`config.mk`:
```
export PLATFORM = sky130hd
export DESIGN_NAME = genius_ctrl_p
export DESIGN_NICKNAME = d
export VERILOG_FILES = /design/src/rtl/genius_pkg.sv /design/src/rtl/genius_timer.sv /design/src/rtl/genius_ctrl_p.sv
export SDC_FILE = /design/constraint.sdc
export NUM_CORES = 1
export LEC_CHECK = 0
export BUFFER_PORTS_ARGS = -buffer_cell sky130_fd_sc_hd__buf_2
export CAP_MARGIN = 10
export CORE_MARGIN = 3
export CORE_UTILIZATION = 34
export CTS_CLUSTER_DIAMETER = 50
export DETAILED_ROUTE_END_ITERATION = 10
export GPL_TIMING_DRIVEN = 0
export SYNTH_ARGS = -nofsm -noshare
export SYNTH_HDL_FRONTEND = slang
export SYNTH_SLANG_ARGS = --single-unit
```
`constraint.sdc`:
```
create_clock -name CLOCK -period 6.35 [get_ports CLOCK]
set_input_delay 0.3175 -clock CLOCK [delete_from_list [all_inputs] [get_ports CLOCK]]
set_output_delay 0.3175 -clock CLOCK [all_outputs]
set_load 0.005 [all_outputs]
```
`src/rtl/genius_pkg.sv`:
```
// Shared types and constants for the Genius game controller: state encodings,
// default parameters and the width helper.
package genius_pkg;

  typedef enum logic [3:0] {
    ST_INIT       = 4'd0,
    ST_SETUP      = 4'd1,
    ST_PLAY_FPGA  = 4'd2,
    ST_PLAY_USER  = 4'd3,
    ST_CHECK      = 4'd4,
    ST_NEXT_ROUND = 4'd5,
    ST_RETRY      = 4'd6,
    ST_RESULT     = 4'd7
  } state_t;

  localparam int DEF_NROUNDS     = 32;
  localparam int DEF_TIMEOUT_CYC = 50000000;
  localparam int DEF_LIVES       = 3;

  // Smallest r with 2**r >= v.
  function automatic int clog2(input int v);
    int r;
    r = 0;
    for (int i = 0; i < 31; i++) begin
      if ((1 << i) < v) r = i + 1;
    end
    return r;
  endfunction

endpackage

```
`src/rtl/genius_timer.sv`:
```
// Idle-time counter for the user phase: fires after TIMEOUT_CYC consecutive
// enabled cycles without a clear.
module genius_timer
  import genius_pkg::*;
#(
  parameter int TIMEOUT_CYC = DEF_TIMEOUT_CYC,
  localparam int TW = clog2(TIMEOUT_CYC)
) (
  input  logic CLOCK,
  input  logic reset,
  input  logic clr,
  input  logic en,
  output logic fire
);

  logic [TW-1:0] count_q;

  assign fire = en && !clr && (count_q == TW'(TIMEOUT_CYC - 1));

  always_ff @(posedge CLOCK) begin
    if (reset || clr || fire) begin
      count_q <= '0;
    end else if (en) begin
      count_q <= count_q + TW'(1);
    end
  end

endmodule

```
`src/rtl/genius_ctrl_p.sv`:
```
// Genius (Simon) game control FSM with Moore outputs and user timeout.
// Define GENIUS_LIVES_EN to allow LIVES failures with sequence replay before game over.
module genius_ctrl_p
  import genius_pkg::*;
#(
  parameter int NROUNDS     = DEF_NROUNDS,
  parameter int TIMEOUT_CYC = DEF_TIMEOUT_CYC,
  parameter int LIVES       = DEF_LIVES,
  localparam int RW = clog2(NROUNDS + 1),
  localparam int LW = clog2(LIVES + 1)
) (
  input  logic          CLOCK,
  input  logic          reset,
  input  logic          enter,
  input  logic          end_FPGA,
  input  logic          end_User,
  input  logic          key_any,
  input  logic          match,
  output logic          R1,
  output logic          R2,
  output logic          E1,
  output logic          E2,
  output logic          E3,
  output logic          E4,
  output logic          SEL,
  output logic [RW-1:0] round,
  output logic [LW-1:0] lives,
  output logic          win,
  output logic          timeout,
  output logic [3:0]    state_o
);

`ifdef GENIUS_LIVES_EN
  localparam logic [LW-1:0] LIVES_INIT = LW'(LIVES);
`else
  localparam logic [LW-1:0] LIVES_INIT = '0;
`endif

  state_t        state_q, state_n;
  logic [RW-1:0] round_n;
  logic [LW-1:0] lives_n;
  logic          win_n;
  logic          fail;
  logic          tmr_clr, tmr_en, tmr_fire;

  // {R1, R2, E1, E2, E3, E4, SEL}
  function automatic logic [6:0] decode(input state_t s);
    case (s)
      ST_INIT:       return 7'b1100000;
      ST_SETUP:      return 7'b0010000;
      ST_PLAY_FPGA:  return 7'b0000100;
      ST_PLAY_USER:  return 7'b0001000;
      ST_CHECK:      return 7'b0000010;
      ST_NEXT_ROUND: return 7'b0100000;
      ST_RETRY:      return 7'b0100000;
      ST_RESULT:     return 7'b0000001;
      default:       return 7'b0000000;
    endcase
  endfunction

  // Counter is held at zero outside Play_User, so it starts clean on every entry.
  assign tmr_en  = (state_q == ST_PLAY_USER);
  assign tmr_clr = key_any || (state_q != ST_PLAY_USER);

  genius_timer #(.TIMEOUT_CYC(TIMEOUT_CYC)) u_timer (
    .CLOCK (CLOCK),
    .reset (reset),
    .clr   (tmr_clr),
    .en    (tmr_en),
    .fire  (tmr_fire)
  );

  always_comb begin
    state_n = state_q;
    round_n = round;
    lives_n = lives;
    win_n   = win;
    fail    = 1'b0;
    case (state_q)
      ST_INIT: begin
        state_n = ST_SETUP;
        round_n = RW'(1);
        lives_n = LIVES_INIT;
        win_n   = 1'b0;
      end
      ST_SETUP:     if (enter) state_n = ST_PLAY_FPGA;
      ST_PLAY_FPGA: if (end_FPGA) state_n = ST_PLAY_USER;
      ST_PLAY_USER: begin
        if (tmr_fire)      fail    = 1'b1;
        else if (end_User) state_n = ST_CHECK;
      end
      ST_CHECK: begin
        if (match) state_n = ST_NEXT_ROUND;
        else       fail    = 1'b1;
      end
      ST_NEXT_ROUND: begin
        if (round >= RW'(NROUNDS)) begin
          state_n = ST_RESULT;
          win_n   = 1'b1;
        end else begin
          round_n = round + RW'(1);
          state_n = ST_PLAY_FPGA;
        end
      end
      ST_RETRY: state_n = ST_PLAY_FPGA;
      ST_RESULT: begin
        if (enter) begin
          state_n = ST_INIT;
          round_n = RW'(1);
          lives_n = LIVES_INIT;
          win_n   = 1'b0;
        end
      end
      default: state_n = ST_INIT;
    endcase

    if (fail) begin
`ifdef GENIUS_LIVES_EN
      if (lives > LW'(1)) begin
        lives_n = lives - LW'(1);
        state_n = ST_RETRY;
      end else begin
        lives_n = '0;
        state_n = ST_RESULT;
        win_n   = 1'b0;
      end
`else
      state_n = ST_RESULT;
      win_n   = 1'b0;
`endif
    end
  end

  // Outputs are registered from the next state so they always match state_q.
  always_ff @(posedge CLOCK) begin
    if (reset) begin
      state_q <= ST_INIT;
      round   <= RW'(1);
      lives   <= LIVES_INIT;
      win     <= 1'b0;
      timeout <= 1'b0;
      {R1, R2, E1, E2, E3, E4, SEL} <= decode(ST_INIT);
    end else begin
      state_q <= state_n;
      round   <= round_n;
      lives   <= lives_n;
      win     <= win_n;
      timeout <= tmr_fire;
      {R1, R2, E1, E2, E3, E4, SEL} <= decode(state_n);
    end
  end

  assign state_o = state_q;

endmodule

```
==> results of run 1 <==
cell type report:
type / count / area, sq um / share of cell area
tap: 75 / 93.8 / 0.0371
inverter: 6 / 22.5 / 0.00890
buffer: 14 / 90.1 / 0.0356
sequential: 45 / 901 / 0.356
clock buffer: 7 / 86.3 / 0.0341
multi-input combinational: 195 / 1210 / 0.479
timing repair buffer: 25 / 125 / 0.0495
where the power goes:
group	internal, uW	leakage, uW	switching (uW)
Combinational	11.8	0.000530	14.5
Clock	86.5	0.0000443	95.2
Sequential	284	0.000364	2.35
routing by layer:
layer,global-route usage,vias to the layer above,wire length (um)
li1,-,955,-
met1,0.186,838,2460
met2,0.197,20,2020
met3,0.0342,6,151
met4,0.0467,0,81
met5,0,-,0
kinds of logic (layout without fill, tap and decap cells):
group | count (synthesis) | count (layout) | share of synthesized area
adders and majority gates | 5 | 5 | 0.0282
AOI/OAI and AO/OA | 20 | 20 | 0.0570
muxes | 1 | 1 | 0.00451
DFF | 45 | 45 | 0.406
xor gates and xnor gates | 28 | 28 | 0.111
buffers and inverters | 20 | 52 | 0.0508
other | 1 | 3 | 0.00169
and+or+nand+nor | 138 | 138 | 0.341
layout by cell type (no fill, tap or decap), types with 2 or more instances in the layout:
cell type  netlist  routed
o21ai_0          5       5
nand3_1         14      14
xor2_1          19      19
xnor2_1          9       9
nor4_1           2       2
buf_2            1      26
nor2b_1          3       3
o31a_1           2       2
a31oi_1          3       3
dfxtp_1         45      45
clkbuf_1         5       6
nor3b_1          2       2
ha_1             5       5
nor4b_1          4       4
nor3_1           8       8
or4_1            2       2
or2_2            2       2
buf_6            3       3
or3b_2           2       2
or3_1            4       4
nand4_1         13      13
nand2_1         16      16
clkbuf_8         0       6
nor2_1          47      47
and4_1           3       3
and3_1           4       4
and2_1           4       4
clkbuf_2         2       2
a21oi_1          5       5
inv_1            6       6
buf_4            3       3
conb_1           1       3
state kept, by name, indices dropped and copies added, names as in the netlist:
name,flops
E4,1
R2,1
state_o,4
R1,1
u_timer.count_q,26
timeout,1
E3,1
E1,1
win,1
E2,1
round,6
SEL,1
final timing paths:
path                                         from                              end  slack, ns
setup reg to reg  u_timer.count_q[0]$_SDFFE_PP0N_                    R2$_SDFF_PP1_       3.96
hold reg to reg   u_timer.count_q[0]$_SDFFE_PP0N_  u_timer.count_q[0]$_SDFFE_PP0N_       0.49
hold / removal                              reset                    R1$_SDFF_PP1_       0.29
setup / recovery  u_timer.count_q[0]$_SDFFE_PP0N_                    R2$_SDFF_PP1_       3.96
through the flow:
stage,cell area [sq um],setup WS (ns),utilization,power (uW),instances
after global placement,2440,3.95,0.399,320,360
after detailed placement,2440,3.95,0.399,320,360
after floorplan,2220,4.14,-,310,260
after global routing,2530,3.79,0.413,516,367
final,2530,3.96,0.413,495,367
after CTS,2530,3.94,0.413,501,367
tightest hold or removal path: stages:
cell	delay, ns
buf_2	0.12
nor2_1	0.04
nand2_1	0.07
==> reports/metrics.cfg, run 1 <==
[floorplan]
die_h_um=86.8
die_w_um=86.8
num_rows=28
core-area_sq_um=6130
start_util=0.362
die_area_sq_um=7530
io_pins=28

[logic_synthesis]
synth.most_common_cell=nor2_1
synth_area_leader_cell=dfxtp_1
avgSynthCellArea_sq_um=8.59
synth_area_sq_um=2220
ys_ff_latch=45
async_reset_ff_frac=0
synth_edf_count=0
yosysSeqAreaShare=0.406
synth_warnings=0
netlist_top_cells_count=nor2_1 (47), dfxtp_1 (45), xor2_1 (19)
synthCells=258
ys_types=45
synth_area_leaders=dfxtp_1 (41%), nor2_1 (8.0%), xor2_1 (7.5%)
synth_ff_type=dfxtp_1
yosysTopAreaCellShare=0.406

[sta]
tightest_slew_ns=0.961
fin_skew_ns=0.00700
hold_violations=0
rsz0062_at_grt=no
hold_slack_ns=0.290
tns_ns=0
relSlewSlack=0.353
drv_slew=0
max_freq_ghz=0.419
setup-violations-final=0
layout_min_cycle_time_ns=2.39
timing.final.crit_share=0.376

[critical_path]
crit_path_end_kind=flop
crit_cells=7
critical_path.top_delay_family=simple AND/OR/NAND/NOR gates
start_kind=flop
crit_required_ns=6.58
cp_slowest_cell=or4_4
path_cells=ha_1, nand2_1, or4_4, or3_1, and2_1, ha_1, o21bai_1
max_stage_delay_ns=0.58
cpMostUsedCell=ha_1
critPathArrivalTime_ns=2.62
crit_path_max_fanout=5
path_class=flop to flop
critPathBufInv=0
rr_worst_depth=7

[clock_tree]
cts_hold_buf=0
clkLatencyLatePin_ns=0.30
cts_resized=0
cts-root-buf=clkbuf_8
postCtsSetupRepairBufs=0
cts_buffer_depth=2
cts_tree=built
cts_inserted_buffers=5
cts_num_sinks=45
htreeDepth=2
clk_pin_slew_ns=0.08

[layout]
fillCellCount=626
area_growth_pct=14.1
nets=304
drive_gt1_frac=0.171
diodes=0

[route]
dr.first_iter.drc_count=94
dr.pass1.iters=4
via_per_inst=4.96
vias=1819
ant_nets=0
remaining_drc_errors=0
wirelength_um=4720
avgRoutedWirePerCell_um=12.9

[place]
gp_congestion=0.848
dp_hpwl_um=3500
port_buffers=25

[global_routing]
antenna_found_initial=0
grt_pass1_wl_um=7960
grt_max_degree=13
track_usage=0.133
overflow=0
first_global_vias=1730

[status]
outcome=complete, no violations

[power_and_ir_drop]
p_leak_uw=0.000939
powerDensity_nw_per_um2=196
worst_ir_drop_vdd_v=0.0000655

[worst_hold_path]
hold_path.class=input pin to flop
holdPathStages=3

[job]
max_cap_viol_count=0

(Power assumes the default switching activity.)
==> run 2, diff against run 1 <==
- clock period: 6.35 -> 2.41 ns (I/O delays scaled with it)
==> reports/metrics.cfg, run 2 (same netlist as run 1, synthesis figures left out) <==
[route]
dr.pass1.iters=4
ant_nets=0
avgRoutedWirePerCell_um=12.8
via_per_inst=4.95
remaining_drc_errors=0
dr.first_iter.drc_count=113
vias=1811
wirelength_um=4690

[clock_tree]
cts-root-buf=clkbuf_8
clkLatencyLatePin_ns=0.30
cts_buffer_depth=2
cts_num_sinks=45
cts_tree=built
clk_pin_slew_ns=0.08
cts_hold_buf=0
htreeDepth=2
cts_inserted_buffers=5

[layout]
final_cell_mix=nor2_1 (47), dfxtp_1 (44), buf_2 (26), xor2_1 (19), nand2_1 (15)
seq_area_sq_um=902
nets=303
drive_gt1_frac=0.186
area_growth_pct=14.8
multiInputGateArea_sq_um=1230
largest_reg_flops=26
fillCellCount=626
final_common_cell=nor2_1
diodes=0
regMostFlops=u_timer.count_q

[sta]
tns_ns=0
drv_slew=0
layout_setup_ws_ns=0.107
fin_skew_ns=0.00615
relSlewSlack=0.566
setup-violations-final=0
hold_violations=0
layout_min_cycle_time_ns=2.30
max_freq_ghz=0.434
rsz0062_at_grt=no
timing.final.crit_share=0.956
tightest_slew_ns=0.646
hold_slack_ns=0.0894

[worst_hold_path]
min-delay-start=reset
hold_path.class=input pin to flop
holdPathStages=3

[job]
max_cap_viol_count=0

[critical_path]
rr_worst_depth=7
path_cells=clkbuf_2, nand4bb_4, or4_4, or3_4, and2_1, ha_1, o21bai_1
crit_path_start=state_o[1]$_SDFF_PP0_
timing.rr.start=state_o[1]$_SDFF_PP0_
crit_path_max_fanout=9
start_kind=flop
max_stage_delay_ns=0.56
crit_path_end_kind=flop
path_class=flop to flop
cp_slowest_cell=or4_4
critPathArrivalTime_ns=2.54
crit_required_ns=2.64
reg2reg_slack_ns=0.11

[power_and_ir_drop]
p_seq_frac=0.582
p_leak_uw=0.000939
clockPowerShare=0.367
combPwrFrac=0.051
powerDensity_nw_per_um2=512
p_sw_frac=0.226
worst_ir_drop_vdd_v=0.000172
p_switching_uw=295
internal_power_uw=1010

[global_routing]
grt_pass1_wl_um=7960
antenna_found_initial=0
first_global_vias=1730
grt_max_degree=13
overflow=0
track_usage=0.133

[place]
port_buffers=25
dpl_worst_slack_ns=0.0114
dp_hpwl_um=3500
gp_congestion=0.848

[floorplan]
die_area_sq_um=7530
core-area_sq_um=6130
start_util=0.362
num_rows=28
io_pins=28
die_w_um=86.8
die_h_um=86.8

[status]
outcome=complete, no violations

-- run 2: cell types whose count changed in the layout (fill, tap and decap cells not counted) --
cell / delta
clkbuf_2: -1
dfxtp_1: -1
dfxtp_2: +1
nand2_1: -1
nand2_2: +1
nor4_1: -1
nor4_2: +1
nor4b_1: -1
nor4b_2: +1
or3_1: -1
or3_4: +1
-- run 2: worst paths after layout --
kind | to
max | R2$_SDFF_PP1_
min | R1$_SDFF_PP1_
max reg2reg | R2$_SDFF_PP1_
min reg2reg | u_timer.count_q[0]$_SDFFE_PP0N_
-- run 2: cell type report --
class,instances,share of cell area
plain buffers,13,0.0334
clock buffers,7,0.0339
repair buffers,25,0.0491
inverters,6,0.00885
multi-input cells,195,0.484
flip-flops and latches,45,0.354
well taps,75,0.0369
-- run 2: routing by layer --
metal,global-route usage,vias up,routed length (um)
met5,0,-,0
met4,0.0467,0,81
met3,0.0342,6,172
met2,0.197,23,2010
met1,0.186,830,2420
li1,-,952,-
-- run 2: what timing repair did --
| item | CTS | global route |
|---|---|---|
| resized for setup | 1 | 4 |
| hold endpoints to repair | 0 | 0 |
| setup buffers | 0 | 0 |
| pin swaps | 0 | 1 |
| setup endpoints to repair | 1 | 23 |
-- run 2: power groups by stage --
stage	sequential (uW)	combinational [uW]	clock, uW
after floorplan	773	43.9	0
after global placement	773	69.3	0
after detailed placement	773	69.7	0
after CTS	756	70.0	494
after global routing	759	75.7	525
final	758	67.0	478
-- run 2: through the flow --
stage | power, uW | cells | area [sq um] | utilization
6_report | 1300 | 366 | 2550 | 0.415
5_1_grt | 1360 | 366 | 2550 | 0.415
4_1_cts | 1320 | 367 | 2530 | 0.413
3_5_place_dp | 843 | 360 | 2440 | 0.399
3_3_place_gp | 842 | 360 | 2440 | 0.399
2_1_floorplan | 817 | 260 | 2220 | -
-- run 2: critical path, delay by kind of cell, from the launching register on --
kind | cells | cell delay (ns)
and+or+nand+nor | 4 | 1.27
DFF | 1 | 0.34
adders and majority gates | 1 | 0.28
buffers and inverters | 1 | 0.23
AOI/OAI and AO/OA | 1 | 0.12
